===== config.mk =====
export PLATFORM = sky130hd
export DESIGN_NAME = pattern_sequencer
export DESIGN_NICKNAME = d
export VERILOG_FILES = /design/src/rtl/pattern_sequencer.sv
export SDC_FILE = /design/constraint.sdc
export NUM_CORES = 1
export LEC_CHECK = 0
export BUFFER_PORTS_ARGS = -buffer_cell sky130_fd_sc_hd__buf_2
export CAP_MARGIN = 30
export CORE_AREA = 2 2 64 66
export CTS_CLUSTER_SIZE = 24
export DETAILED_ROUTE_END_ITERATION = 8
export DIE_AREA = 0 0 66 68
export GPL_TIMING_DRIVEN = 0
export PLACE_DENSITY = 0.75
export SLEW_MARGIN = 10
export SYNTH_ARGS = -nofsm -noshare
export SYNTH_HDL_FRONTEND = slang
export SYNTH_SLANG_ARGS = --single-unit

===== constraint.sdc =====
create_clock -name clk -period 2.25 [get_ports clk]
set_input_delay 0 -clock clk [delete_from_list [all_inputs] [get_ports clk]]
set_output_delay 0 -clock clk [all_outputs]
set_load 0.01 [all_outputs]

===== src/rtl/pattern_sequencer.sv =====
// ============================================================================
//  Module      : pattern_sequencer
//  Description : Detects rising edges of the divided step clock and advances
//                an LED pattern (rotate-left/right, bounce, binary count).
//  Revision    : 1.0 - initial release
// ============================================================================
`default_nettype none

module pattern_sequencer #(
    parameter int WIDTH = 16
) (
    input  logic             clk,
    input  logic             rst,
    input  logic             step_in,
    input  logic [1:0]       mode,
    input  logic             run,
    output logic [WIDTH-1:0] leds,
    output logic             dir,
    output logic             step_pulse,
    output logic             wrap
);

    localparam logic [1:0] MODE_ROL = 2'b00;
    localparam logic [1:0] MODE_ROR = 2'b01;
    localparam logic [1:0] MODE_BNC = 2'b10;
    localparam logic [1:0] MODE_CNT = 2'b11;

    logic             r_s1;
    logic             r_s2;
    logic             r_s3;
    logic [1:0]       r_cur_mode;
    logic             w_step;
    logic [WIDTH-1:0] w_next_leds;
    logic             w_next_dir;
    logic             w_wrap;

    function automatic logic [WIDTH-1:0] seed_of(input logic [1:0] m);
        logic [WIDTH-1:0] s;
        case (m)
            MODE_ROR: s = {1'b1, {(WIDTH-1){1'b0}}};
            MODE_CNT: s = '0;
            default:  s = WIDTH'(1);
        endcase
        return s;
    endfunction

    assign w_step = r_s2 & ~r_s3 & run;

    always_comb begin
        w_next_leds = leds;
        w_next_dir  = dir;
        w_wrap      = 1'b0;
        if (mode != r_cur_mode) begin
            w_next_leds = seed_of(mode);
            w_next_dir  = 1'b0;
        end else if ((r_cur_mode != MODE_CNT) && (leds == '0)) begin
            // A lost one-hot pattern is recovered by reseeding, never flagged as a wrap
            w_next_leds = seed_of(r_cur_mode);
            w_next_dir  = 1'b0;
        end else begin
            case (r_cur_mode)
                MODE_ROL: begin
                    w_next_leds = {leds[WIDTH-2:0], leds[WIDTH-1]};
                    w_wrap      = (w_next_leds == seed_of(MODE_ROL));
                end
                MODE_ROR: begin
                    w_next_leds = {leds[0], leds[WIDTH-1:1]};
                    w_wrap      = (w_next_leds == seed_of(MODE_ROR));
                end
                MODE_BNC: begin
                    if (!dir) begin
                        w_next_leds = {leds[WIDTH-2:0], 1'b0};
                        if (w_next_leds[WIDTH-1]) w_next_dir = 1'b1;
                    end else begin
                        w_next_leds = {1'b0, leds[WIDTH-1:1]};
                        if (w_next_leds[0]) begin
                            w_next_dir = 1'b0;
                            w_wrap     = (w_next_leds == seed_of(MODE_BNC));
                        end
                    end
                end
                default: begin
                    w_next_leds = leds + WIDTH'(1);
                    w_wrap      = (w_next_leds == seed_of(MODE_CNT));
                end
            endcase
        end
    end

    always_ff @(posedge clk or posedge rst) begin
        if (rst) begin
            r_s1       <= 1'b0;
            r_s2       <= 1'b0;
            r_s3       <= 1'b0;
            r_cur_mode <= MODE_ROL;
            leds       <= WIDTH'(1);
            dir        <= 1'b0;
            step_pulse <= 1'b0;
            wrap       <= 1'b0;
        end else begin
            r_s1       <= step_in;
            r_s2       <= r_s1;
            r_s3       <= r_s2;
            step_pulse <= w_step;
            wrap       <= w_step & w_wrap;
            if (w_step) begin
                r_cur_mode <= mode;
                leds       <= w_next_leds;
                dir        <= w_next_dir;
            end
        end
    end

endmodule

`default_nettype wire


==> impl_metrics.tcl <==
set metrics [dict create \
    run_status "finished clean" \
    reg2reg_to "wrap$_DFF_PP0_" \
    worst_clock_skew_ns 0.00392 \
    dp_cells 313 \
    fin_crit_sh_pct 96.9 \
    postRouteWirelength_um 5230 \
    tritoncts_clock_tree "done" \
    max_freq_ghz 0.459 \
    final.min_clock_period_ns 2.18 \
    grt_antenna_before_repair 0 \
    path_cells "ha_4 > nand4_4 > or4_4 > mux2i_1 > a32o_1 > a31o_1" \
    synth_seq_area_share_pct 31.2 \
    synth_async_sr_flop_share_pct 100 \
    number_of_global_route_vias_before_repair 1825 \
    setup-violations-final 0 \
    reg2regPathDepth 6 \
    cts_setup_buffers 0 \
    effective_utilization_at_floorplan_pct 50.1 \
    placed_inst_area_sq_um 2110 \
    actual_transition_at_the_worst_max_transition_pin_ns 0.503 \
    yosys_warns 0 \
    insertion_delay_ns 0.28 \
    grt_overflow_total 0 \
    root_buffer_selected_by_cts "sky130_fd_sc_hd__clkbuf_8" \
    avgSynthCellArea_sq_um 8.08 \
    setup.worst_path.start "leds[0]$_DFFE_PP1P_" \
    place.detailed.hpwl_um 3730 \
    floorplan_die_area_sq_um 4490 \
    synth_top_flop_cell "sky130_fd_sc_hd__dfrtp_1" \
    multi_input_combinational_cell_area_sq_um 1210 \
    clock_tree.htree_level_count 1 \
    fill_cells 378 \
    critical_path_class "flip-flop to flip-flop" \
    synth_cell_type_count 62 \
    syn_inst 239 \
    stdcell_count 321 \
    pin_count 25 \
    clk_path_buf_depth 2 \
    dieWidth_um 66 \
    finalInstanceArea_sq_um 2240 \
    power.leakage_uw 0.000975 \
    grt_first_pass_wirelength_um 8710 \
    row_count 23 \
    floorplan.core_area_sq_um 3860 \
    ff_latch_area_sq_um 603 \
    crit_start_category "flip-flop" \
    grt_most_used_layer "met2" \
    worst-endpoint-required_ns 2.41 \
    synthesis.nets 247 \
    numClockSinks 24 \
    hold_viol_final 0 \
    ratio_of_cells_with_drive_above_1_in_the_final_layout_pct 23.6 \
    grt_use_met1_pct 32.1 \
    mostFrequentLayoutCell "sky130_fd_sc_hd__nand2_1" \
    tns_ns 0 \
    dr.pass1.iters 4 \
    remaining_drc_errors 0 \
    worst_ir_drop_vdd_uv 418 \
    syn_to_final_growth_pct 16.1 \
    wire_per_inst_um 16.3 \
    final_util_pct 58.1 \
    antenna_cells_inserted 0 \
    final_antenna_net_count 0 \
    route.detailed.vias_per_inst 6.09 \
    grt_use_met3_pct 2.96 \
    vias 1954 \
    cts_made_buffers 3 \
    gr-usage-all-layers_pct 25.5 \
    floorplan.die.height_um 68 \
    worst-r2r-setup-slack_ns 0.07 \
    power.density_nw_per_um2 598 \
    groute.layer.met2.usage_pct 44.1 \
    hold_path.class "primary input to flip-flop" \
    worst_setup_hold_path_clk_slew_ns 0.08 \
    cap_violations 0 \
    detail_route.iter0.violations 182 \
    report.final.slew_viol_count 0 \
    worst_r2r_startpoint "leds[0]$_DFFE_PP1P_" \
    number_of_enable_type_register_cells_in_the_synthesized_netlist 0 \
    critical_path.endpoint_type "flip-flop" \
    synth.ff_latch_count 24 \
    setup.worst_path.end "wrap$_DFF_PP0_" \
    grt_start_max_net_pins 25 \
    finalWeightedCongestion 0.917 \
    critical_path_arrival_ns 2.34 \
    port-buffer-count 24 \
    critical_path.slowest_cell "sky130_fd_sc_hd__dfstp_2" \
    timing.critical_path.fanout_max 7 \
    layout.cells.most_common_list "sky130_fd_sc_hd__nand2_1 (35), sky130_fd_sc_hd__buf_2 (31), sky130_fd_sc_hd__o21ai_0 (24), sky130_fd_sc_hd__dfrtp_1 (22), sky130_fd_sc_hd__nor2_1 (17)" \
    critical-path-max-stage-delay_ns 0.57 \
    worst_slew_margin_rel_pct 66.4 \
    layout.nets 280 \
    mappedNetlistArea_sq_um 1930 \
]
synth_stat cells (2+ instances only):
cell / instances / area share [%]
sky130_fd_sc_hd__buf_4: 2 / 0.78
sky130_fd_sc_hd__nor3_2: 2 / 1.0
sky130_fd_sc_hd__o21ai_1: 2 / 0.52
sky130_fd_sc_hd__o22ai_1: 4 / 1.3
sky130_fd_sc_hd__nand4_4: 2 / 2.2
sky130_fd_sc_hd__nand2_1: 35 / 6.8
sky130_fd_sc_hd__inv_1: 5 / 0.97
sky130_fd_sc_hd__o211ai_1: 2 / 0.78
sky130_fd_sc_hd__dfrtp_1: 23 / 30
sky130_fd_sc_hd__buf_6: 3 / 1.7
sky130_fd_sc_hd__nand3_2: 2 / 1.0
sky130_fd_sc_hd__nor2_1: 18 / 3.5
sky130_fd_sc_hd__nand2b_1: 3 / 0.97
sky130_fd_sc_hd__ha_1: 2 / 1.3
sky130_fd_sc_hd__a32o_1: 4 / 2.1
sky130_fd_sc_hd__a31oi_1: 7 / 2.3
sky130_fd_sc_hd__xor2_1: 3 / 1.4
sky130_fd_sc_hd__clkbuf_1: 9 / 1.7
sky130_fd_sc_hd__a22o_1: 4 / 1.8
sky130_fd_sc_hd__nand3_1: 5 / 1.3
sky130_fd_sc_hd__nor3_1: 4 / 1.0
sky130_fd_sc_hd__o21ai_0: 24 / 6.2
sky130_fd_sc_hd__a21oi_1: 11 / 2.9
sky130_fd_sc_hd__o31ai_1: 2 / 0.78
sky130_fd_sc_hd__nor2_4: 2 / 1.2
sky130_fd_sc_hd__xnor2_1: 4 / 1.8
sky130_fd_sc_hd__or3_1: 4 / 1.3
sky130_fd_sc_hd__a21o_1: 2 / 0.78
sky130_fd_sc_hd__buf_2: 7 / 1.8
sky130_fd_sc_hd__nor4_2: 2 / 1.3
sky130_fd_sc_hd__nor4_1: 4 / 1.3
sky130_fd_sc_hd__nor4b_1: 2 / 0.91
sky130_fd_sc_hd__mux2i_1: 2 / 1.0
sky130_fd_sc_hd__nand4_1: 4 / 1.3
how the worst min path moves through the flow:
stage	from	end	cells after the start
final	mode[0]	r_cur_mode[0]$_DFFE_PP0P_	3
after floorplan	rst	dir$_DFFE_PP0P_	1
after detailed placement	step_in	r_s1$_DFF_PP0_	1
after global routing	mode[0]	r_cur_mode[0]$_DFFE_PP0P_	3
after CTS	mode[0]	r_cur_mode[0]$_DFFE_PP0P_	3
after global placement	step_in	r_s1$_DFF_PP0_	1
cells by family after synthesis:
family,count (synthesis),share of synthesized area [%]
AOI/OAI and AO/OA,77,26.1
xor gates and xnor gates,7,3.18
adders and majority gates,2,1.30
buffers and inverters,28,7.45
DFF,24,31.2
muxes,3,1.62
and+or+nand+nor,98,29.2
per-layer routing:
metal | wire length (um) | vias to the layer above
met5 | 0 | -
met4 | 122 | 0
met3 | 396 | 11
met2 | 2450 | 87
met1 | 2260 | 907
li1 | - | 949
registers in the layout, indices dropped and copies added (netlist names):
name and flops:
r_cur_mode 2, step_pulse 1, leds 16, r_s2 1
r_s3 1, r_s1 1, wrap 1, dir 1
per-stage QoR:
stage / hold slack [ns] / setup slack, ns / power, uW
2_1_floorplan: 0.0139 / 0.108 / 892
3_3_place_gp: 0.109 / -0.0870 / 1020
3_5_place_dp: 0.109 / -0.108 / 1020
4_1_cts: 0.0307 / 0.0130 / 1330
5_1_grt: 0.0579 / -0.0110 / 1430
6_report: 0.0223 / 0.0696 / 1340
layout make-up:
| class | count | share of cell area [%] |
|---|---|---|
| inverter | 7 | 1.23 |
| multi-input combinational | 187 | 53.9 |
| timing repair buffer | 28 | 7.37 |
| clock buffer | 4 | 2.46 |
| buffer | 21 | 5.30 |
| sequential | 24 | 26.9 |
| tap | 50 | 2.79 |
what timing repair did:
action	in CTS	in global routing
setup endpoints to repair	12	14
hold buffers	3	0
gates resized for setup	3	7
endpoints found under the hold margin	25	0
gates cloned	0	0
worst max-delay path: cells and delay by family (launching register included):
family,cells,cell delay [ns]
adders and majority gates,1,0.18
and+or+nand+nor,2,0.74
DFF,1,0.57
AOI/OAI and AO/OA,2,0.43
muxes,1,0.14
power breakdown:
group / internal [uW] / leakage [uW] / total, uW / switching [uW]
clock: 157 / 0.0000288 / 296 / 139
combinational: 205 / 0.000629 / 537 / 332
sequential: 471 / 0.000317 / 508 / 37.4
Note: power is estimated with default switching activity, not from simulation.
